**src/rtl/apb_mux_pkg.sv**
```systemverilog
// apb_mux_pkg: shared types and widths for the APB slave mux with timeout watchdog
//   state_t   - access FSM states (IDLE, WAIT, ABORT)
//   MAX_PORTS - upper bound on slave ports
//   DEC_W     - width of the address decode field
//   CNT_W     - width of the wait-cycle counter
//   FAULT_W   - width of the saturating fault counter
package apb_mux_pkg;
    localparam int MAX_PORTS = 16;
    localparam int DEC_W     = 4;
    localparam int CNT_W     = 16;
    localparam int FAULT_W   = 8;
    typedef enum logic [1:0] {IDLE, WAIT, ABORT} state_t;
endpackage

```
**src/rtl/apb_tmo_counter.sv**
```systemverilog
// apb_tmo_counter: wait-cycle counter with timeout compare, plus saturating fault counter
//   clk, rst   - clock, synchronous active-high reset
//   clr_cnt    - clear the wait counter (access not in WAIT next cycle)
//   inc_cnt    - count one stalled access-phase cycle
//   inc_fault  - count one error completion generated by the mux
//   clr_fault  - clear fault_cnt; wins over inc_fault
//   tmo_hit    - wait counter has reached TIMEOUT-1 (never when TIMEOUT=0)
//   fault_cnt  - saturating error-completion count
module apb_tmo_counter
    import apb_mux_pkg::*;
#(
    parameter int unsigned TIMEOUT = 256
) (
    input  logic               clk,
    input  logic               rst,
    input  logic               clr_cnt,
    input  logic               inc_cnt,
    input  logic               inc_fault,
    input  logic               clr_fault,
    output logic               tmo_hit,
    output logic [FAULT_W-1:0] fault_cnt
);
    localparam logic [CNT_W-1:0] LIMIT = CNT_W'(TIMEOUT == 0 ? 0 : TIMEOUT - 1);

    logic [CNT_W-1:0] cnt;

    assign tmo_hit = (TIMEOUT != 0) && (cnt == LIMIT);

    always_ff @(posedge clk) begin
        if (rst || clr_cnt)
            cnt <= '0;
        else if (inc_cnt)
            cnt <= cnt + 1'b1;
    end

    always_ff @(posedge clk) begin
        if (rst || clr_fault)
            fault_cnt <= '0;
        else if (inc_fault && fault_cnt != '1)
            fault_cnt <= fault_cnt + 1'b1;
    end
endmodule

```
**src/rtl/apb_slave_mux_tmo.sv**
```systemverilog
// apb_slave_mux_tmo: APB slave mux decoding paddr to NUM_PORTS slaves, with per-access timeout abort
//   apb_root_clk, apb_root_rst - clock, synchronous active-high reset
//   paddr, psel, penable       - master request
//   prdata, pready, pslverr    - muxed response to master
//   psel_o                     - per-slave select
//   pready_i, prdata_i, pslverr_i - per-slave responses (prdata_i port i at [32i+31:32i])
//   tmo_flag, tmo_port         - sticky timeout flag and last timed-out port
//   fault_cnt                  - saturating count of generated error completions
//   tmo_clr                    - clears tmo_flag, tmo_port and fault_cnt
module apb_slave_mux_tmo
    import apb_mux_pkg::*;
#(
    parameter int                   NUM_PORTS = 16,
    parameter int                   DEC_LSB   = 12,
    parameter logic [MAX_PORTS-1:0] PORT_EN   = 16'h0001,
    parameter int unsigned          TIMEOUT   = 256
) (
    input  logic                    apb_root_clk,
    input  logic                    apb_root_rst,
    input  logic [31:0]             paddr,
    input  logic                    psel,
    input  logic                    penable,
    output logic [31:0]             prdata,
    output logic                    pready,
    output logic                    pslverr,
    output logic [NUM_PORTS-1:0]    psel_o,
    input  logic [NUM_PORTS-1:0]    pready_i,
    input  logic [32*NUM_PORTS-1:0] prdata_i,
    input  logic [NUM_PORTS-1:0]    pslverr_i,
    output logic                    tmo_flag,
    output logic [DEC_W-1:0]        tmo_port,
    output logic [FAULT_W-1:0]      fault_cnt,
    input  logic                    tmo_clr
);
    state_t               state_q, state_d;
    logic [DEC_W-1:0]     idx;
    logic                 mapped, access, sel_rdy, err_cpl, tmo_hit;
    logic [MAX_PORTS-1:0] rdy_pad, err_pad;
    logic [31:0]          rd_pad [MAX_PORTS];
    logic                 unused_paddr;

    assign unused_paddr = ^paddr;
    assign idx    = paddr[DEC_LSB+DEC_W-1:DEC_LSB];
    assign mapped = (int'(idx) < NUM_PORTS) && PORT_EN[idx];
    assign access = psel && penable;

    // Pad slave responses to MAX_PORTS so any 4-bit idx indexes safely.
    for (genvar i = 0; i < MAX_PORTS; i++) begin : g_pad
        if (i < NUM_PORTS) begin : g_on
            assign rdy_pad[i] = pready_i[i];
            assign err_pad[i] = pslverr_i[i];
            assign rd_pad[i]  = prdata_i[32*i +: 32];
        end else begin : g_off
            assign rdy_pad[i] = 1'b0;
            assign err_pad[i] = 1'b0;
            assign rd_pad[i]  = '0;
        end
    end

    for (genvar i = 0; i < NUM_PORTS; i++) begin : g_sel
        assign psel_o[i] = psel && mapped && (idx == DEC_W'(i)) && (state_q != ABORT);
    end

    assign sel_rdy = rdy_pad[idx];
    // ABORT overrides the slave; any late pready_i in that cycle is ignored.
    assign err_cpl = (state_q == ABORT) || !mapped;
    assign pready  = !psel || err_cpl || sel_rdy;
    assign pslverr = psel && (err_cpl || err_pad[idx]);
    assign prdata  = (psel && !err_cpl) ? rd_pad[idx] : '0;

    always_comb begin
        state_d = state_q;
        case (state_q)
            IDLE:    if (access && mapped && !sel_rdy) state_d = tmo_hit ? ABORT : WAIT;
            WAIT:    if (!psel || sel_rdy) state_d = IDLE;
                     else if (penable && tmo_hit) state_d = ABORT;
            ABORT:   state_d = IDLE;
            default: state_d = IDLE;
        endcase
    end

    always_ff @(posedge apb_root_clk) begin
        if (apb_root_rst)
            state_q <= IDLE;
        else
            state_q <= state_d;
    end

    always_ff @(posedge apb_root_clk) begin
        if (apb_root_rst || tmo_clr) begin
            tmo_flag <= 1'b0;
            tmo_port <= '0;
        end else if (state_q != ABORT && state_d == ABORT) begin
            tmo_flag <= 1'b1;
            tmo_port <= idx;
        end
    end

    // The counter only survives while the access stays in WAIT.
    apb_tmo_counter #(.TIMEOUT(TIMEOUT)) u_cnt (
        .clk       (apb_root_clk),
        .rst       (apb_root_rst),
        .clr_cnt   (state_d != WAIT),
        .inc_cnt   (access && !sel_rdy),
        .inc_fault ((access && !mapped) || state_q == ABORT),
        .clr_fault (tmo_clr),
        .tmo_hit   (tmo_hit),
        .fault_cnt (fault_cnt)
    );
endmodule

```
**config.mk**
```make
export PLATFORM = sky130hd
export DESIGN_NAME = apb_slave_mux_tmo
export DESIGN_NICKNAME = d
export VERILOG_FILES = /design/src/rtl/apb_mux_pkg.sv /design/src/rtl/apb_tmo_counter.sv /design/src/rtl/apb_slave_mux_tmo.sv
export SDC_FILE = /design/constraint.sdc
export NUM_CORES = 1
export LEC_CHECK = 0
export ABC_CLOCK_PERIOD_IN_PS = 8250
export CORE_AREA = 2 2 249 251
export DETAILED_ROUTE_END_ITERATION = 6
export DIE_AREA = 0 0 251 253
export PLACE_DENSITY = 0.43
export SLEW_MARGIN = 20
export SYNTH_ARGS = -nofsm -noshare
export SYNTH_HDL_FRONTEND = slang
export SYNTH_HIERARCHICAL = 1
export SYNTH_SLANG_ARGS = --single-unit
```
**constraint.sdc**
```tcl
create_clock -name apb_root_clk -period 8.25 [get_ports apb_root_clk]
set_input_delay 1.65 -clock apb_root_clk [delete_from_list [all_inputs] [get_ports apb_root_clk]]
set_output_delay 1.65 -clock apb_root_clk [all_outputs]
set_load 0.02 [all_outputs]
```
Word level (Yosys, flattened, before mapping):

Memory sizes are Yosys's and may differ from the RTL's.
Cells that the tools add are included.

* flip-flop bits (word level): 31
* memory bits (read-only): 16
* bits of input ports: 581
* output and inout port bits: 63
* logic and storage cells: 104
* memories: 1

* add/subtract/negate cells: 2
* order comparisons: 2
* equality and inequality tests: 22
* mux-type cells: 14
* bitwise operators: 1
* reductions and logical operators: 57

Memories
* (no name shown): depth 16, width 1, rd ports 1, clocked after Yosys merged registers in 0, wr ports 0, RTL line apb_slave_mux_tmo.sv:44 `assign mapped = (int'(idx) < NUM_PORTS) && PORT_EN[idx];`

Operator list (number)
* $bmux 32 s4: 1
* $mux 32: 3
* $logic_and 1x1->1: 43
* $eq 4x4->1 const B: 8
* $add 16x1->16 const B: 1
* $eq 16x8->1 const B: 1
* $eq 4x3->1 const B: 4
* $add 8x1->8 const B: 1
* $bmux 1 s4: 2
* $eq 4x2->1 const B: 2
* $logic_or 1x1->1: 8
* $mux 2: 4
* $ne 8x8->1 const B: 1
* $ge 5x5->1 const B: 1
* $lt 4x5->1 const B: 1
* $not 4->5: 1
* $eq 2x2->1 const B: 2
* $eq 4x1->1 const B: 1
* $logic_not 1->1: 4
* $logic_not 4->1: 1
* $pmux 2 s2: 1
* $mux 1: 3
* $eq 2x1->1 const B: 1
* $logic_not 2->1: 1
* 2 further kinds: 2

Longest topological paths before layout:

* word-level depth: 8
* depth in mapped cells: 11
* depth with buffers taken out: 11

Cells and area by module:

The synthesis kept the hierarchy.

By module, submodules not included
* apb_slave_mux_tmo: instances 1, cells an instance 206, area an instance 2265.9 µm², seq. area each 140.1 µm²
* apb_tmo_counter: instances 1, cells an instance 133, area an instance 1134.8 µm², seq. area each 480.5 µm²

Least setup slack after synthesis:

No wires, ideal clock.

* kind: input port to output port
* from: in paddr[14]
* to: out pready
* arrival: 3.159 ns
* data required time: 6.600 ns
* path slack: 3.441 ns
* cell stages on the path: 6
* buffers on the path: 2
* cell sequence: buf_2 -> buf_2 -> mux4_2 -> mux2_2 -> mux2_4 -> nand2b_1

* longest elaborated chain between the ends: 6
* elaborated cells on any way between the ends: 8
* those cells by class: 3 x mux; 4 x reduce/logical; 1 x memory

Ends and longest elaborated chain
* start: declaration: RTL line apb_slave_mux_tmo.sv:20 `input logic [31:0] paddr,`
* $mem_v2 16x1
* $mux 1 (not written as such): RTL line apb_slave_mux_tmo.sv:44
* $logic_not 1->1: RTL line apb_slave_mux_tmo.sv:66 `assign err_cpl = (state_q == ABORT) || !mapped;`
* $logic_or 1x1->1: RTL line apb_slave_mux_tmo.sv:66
* $logic_or 1x1->1: RTL line apb_slave_mux_tmo.sv:67 `assign pready = !psel || err_cpl || sel_rdy;`
* $logic_or 1x1->1 *: RTL line apb_slave_mux_tmo.sv:67
* end: declaration: RTL line apb_slave_mux_tmo.sv:24 `output logic pready,`

Mark *: on every way between the ends. The rest lies on a longest branch, timed or not. The select of a mux whose other input is x is not followed.

Worst setup path after layout:

* from: in paddr[15]
* to: out prdata[12]

* longest elaborated chain between the ends: 7
* elaborated cells on any way between the ends: 11
* those cells by class: 5 x mux; 1 x bitwise; 4 x reduce/logical; 1 x memory

Ends and longest elaborated chain
* $mem_v2 16x1
* $mux 1 (not written as such): RTL line apb_slave_mux_tmo.sv:44
* $logic_not 1->1: RTL line apb_slave_mux_tmo.sv:66
* $logic_or 1x1->1: RTL line apb_slave_mux_tmo.sv:66
* $logic_not 1->1: RTL line apb_slave_mux_tmo.sv:69 `assign prdata = (psel && !err_cpl) ? rd_pad[idx] : '0;`
* $logic_and 1x1->1: RTL line apb_slave_mux_tmo.sv:69
* $mux 32 *: RTL line apb_slave_mux_tmo.sv:69
* end: declaration: RTL line apb_slave_mux_tmo.sv:23 `output logic [31:0] prdata,`

Marked as above.

==> flow_metrics.tcl <==
set metrics [dict create \
    run_status "finished clean" \
    antenna_found_initial 9 \
    wl_um 19900 \
    fp.coreArea_um2 61000 \
    peakVddDrop_mv 0.0705 \
    clkTransAtPathRegs_ns 0.05 \
    synthCells 339 \
    start_util 0.0557 \
    fin_ws_ns 2.08 \
    rsz0062_at_grt "no" \
    slowest_delay_ns 0.71 \
    synth_top_area_frac 0.358 \
    start_kind "input pin" \
    period_needed_ns 6.17 \
    dp_hpwl_um 17300 \
    cts_sinks 31 \
    fmax_mhz 162 \
    arrival_ns 4.52 \
    ctsHoldBuffers 0 \
    synth_edf_count 0 \
    cts_tree "done" \
    relSlewSlack 0.412 \
    area_growth_pct 111 \
    power_density_nw_per_um2 80.4 \
    p_leak_nw 2.29 \
    async_flop_share 0 \
    swShare 0.251 \
    yosysTopAreaCell "mux4_2" \
    setup_viol 0 \
    seqPwrFrac 0.261 \
    hold_class "register to register" \
    dr.pass1.iters 4 \
    worst_slew_pin_slew_ns 0.882 \
    cp-end-kind "primary output" \
    cts_max_level 2 \
    routedWlPerCell_um 14.2 \
    pin_count 644 \
    slew_violations 0 \
    vias 3947 \
    yosysSeqAreaShare 0.182 \
    yosys-top-cells-area "mux4_2, dfxtp_1, nor2_1" \
    cpMaxStageDelayCell "clkdlybuf4s50_1" \
    multi_input_area_um2 2600 \
    synth.cell_area_um2 3400 \
    regArea_um2 621 \
    cts_made_buffers 5 \
    synth_cell_types 50 \
    overflow 0 \
    vias_per_cell 2.82 \
    post_cts_buffers 0 \
    synth_top_flop_cell "dfxtp_1" \
    ant_nets 0 \
    first_iter_violations 138 \
    core.rowCount 91 \
    post_cts_resized 0 \
    setup_tns_ns 0 \
    drive_above_1_share 0.136 \
    drv_cap 0 \
    place_congestion 0.805 \
    ys_seq_elements 31 \
    hold_viol 0 \
    crit_type "input pin to primary output" \
    worstSkewPairLatency_ns 0.27 \
    path_cells "clkdlybuf4s50_1 > buf_4 > clkinv_1 > a21oi_1 > clkdlybuf4s50_1" \
    switchingPower_w 0.000145 \
    grt_max_degree 52 \
    fill_cells 7039 \
    power_frac_clock 0.325 \
    die_y_um 253 \
    finalNetCount 1186 \
    crit_fanout 17 \
    avgSynthCellArea_um2 10.0 \
    fin_crit_sh 0.748 \
    grt_pass1_wl_um 27500 \
    internal_power_w 0.000433 \
    path_common_cell "clkdlybuf4s50_1" \
    yosysWarnings 6 \
    pre_cts_ws_ns 2.03 \
    grt_pass1_vias 4140 \
    drc 0 \
    cts-root-buf "clkbuf_16" \
    comb_power_share 0.414 \
    portBuffers 277 \
    track_usage 0.0599 \
    cts.path.max_buffers 2 \
    required_ns 6.60 \
    fp.dieW_um 251 \
    die_area_um2 63500 \
    finalClockSkew_ns 0.00245 \
]
## worst paths after layout
kind,startpoint,to,slack (ns),cells after the start
worst min-delay path,tmo_port[2],tmo_port[2],0.46,2
worst max register to register,u_cnt/cnt[0],u_cnt/cnt[11],5.79,10
worst min register to register,tmo_port[2],tmo_port[2],0.46,2
worst max-delay path,paddr[15],prdata[12],2.08,5
## power by group through the flow
stage / clock [W] / combinational [W] / sequential (W)
5_1_grt: 0.000204 / 0.000255 / 0.000150
6_report: 0.000188 / 0.000239 / 0.000151
3_5_place_dp: 0 / 0.000244 / 0.000154
3_3_place_gp: 0 / 0.000243 / 0.000154
4_1_cts: 0.000196 / 0.000245 / 0.000150
2_1_floorplan: 0 / 0.0000997 / 0.000154
## cell usage after synthesis, drive strengths merged (2+ instances only)
master	n
dfxtp	31
ha	2
xnor2	5
and3	4
inv	2
nor3	6
nor2	63
xor2	8
a211oi	2
a31oi	7
o21ai	6
a21oi	17
mux4	56
nand3	9
o21a	2
or2	4
a41o	3
nand2b	2
mux2i	20
buf	29
clkbuf	10
mux2	3
nand4	7
nor4	4
nand2	22
## flip-flops by register name (all words and copies together) (netlist names)
register         flops
tmo_flag             1
u_cnt/cnt           16
u_cnt/fault_cnt      8
state_q              2
tmo_port             4
## stage by stage
step / instances / hold WS [ns] / cell area (µm²) / util / total power, W
3_3_place_gp: 1386 / 0.450 / 7020 / 0.115 / 0.000396
4_1_cts: 1394 / 0.463 / 7170 / 0.118 / 0.000591
6_report: 1399 / 0.460 / 7190 / 0.118 / 0.000578
5_1_grt: 1394 / 0.482 / 7170 / 0.118 / 0.000609
2_1_floorplan: 353 / 0.480 / 3450 / - / 0.000253
3_5_place_dp: 1386 / 0.448 / 7020 / 0.115 / 0.000398
## worst max-delay path: cells and delay by family
family / cells / cell delay, ns
buffers and inverters: 4 / 2.18
AO/OA/AOI/OAI: 1 / 0.66
## layout make-up
cell class                 count  share of cell area
timing repair buffer         282               0.390
multi-input combinational    280               0.361
tap                          790               0.138
sequential                    31              0.0864
clock buffer                   8              0.0218
antenna                        5             0.00174
inverter                       3             0.00157
## logic make-up after synthesis
| family | count (synthesis) | synth area share |
|---|---|---|
| buffers and inverters | 42 | 0.0706 |
| other | 1 | 0.00110 |
| AO/OA/AOI/OAI | 43 | 0.0813 |
| multiplexers | 79 | 0.443 |
| XOR/XNOR | 13 | 0.0335 |
| AND/OR/NAND/NOR | 128 | 0.181 |
| adder cells (fa/ha/maj) | 2 | 0.00736 |
| flip-flops | 31 | 0.182 |
## layout by cell type, fill, tap and decap left out, types with 3 or more instances in the layout
master,synthesis,routed
a21oi_1,17,17
a31oi_1,7,7
a41o_1,3,3
and3_1,4,4
buf_4,17,7
clkbuf_16,0,5
clkdlybuf4s50_1,0,274
conb_1,1,15
dfxtp_1,31,31
diode_2,0,5
mux2i_1,20,20
mux4_2,54,54
nand2_1,22,22
nand3_1,8,7
nand4_1,7,7
nor2_1,61,61
nor3_1,5,5
nor4_1,3,3
o21ai_0,6,6
xnor2_1,5,5
xor2_1,8,8
## metal layers
| layer | part of all wire | GRT usage | up-vias |
|---|---|---|---|
| met1 | 0.37 | 0.0697 | 1830 |
| li1 | - | - | 1811 |
| met5 | 0.0014 | 0 | - |
| met4 | 0.044 | 0.0262 | 4 |
| met2 | 0.47 | 0.102 | 274 |
| met3 | 0.11 | 0.0180 | 28 |
No activity file was read; power rests on OpenSTA's default activity.
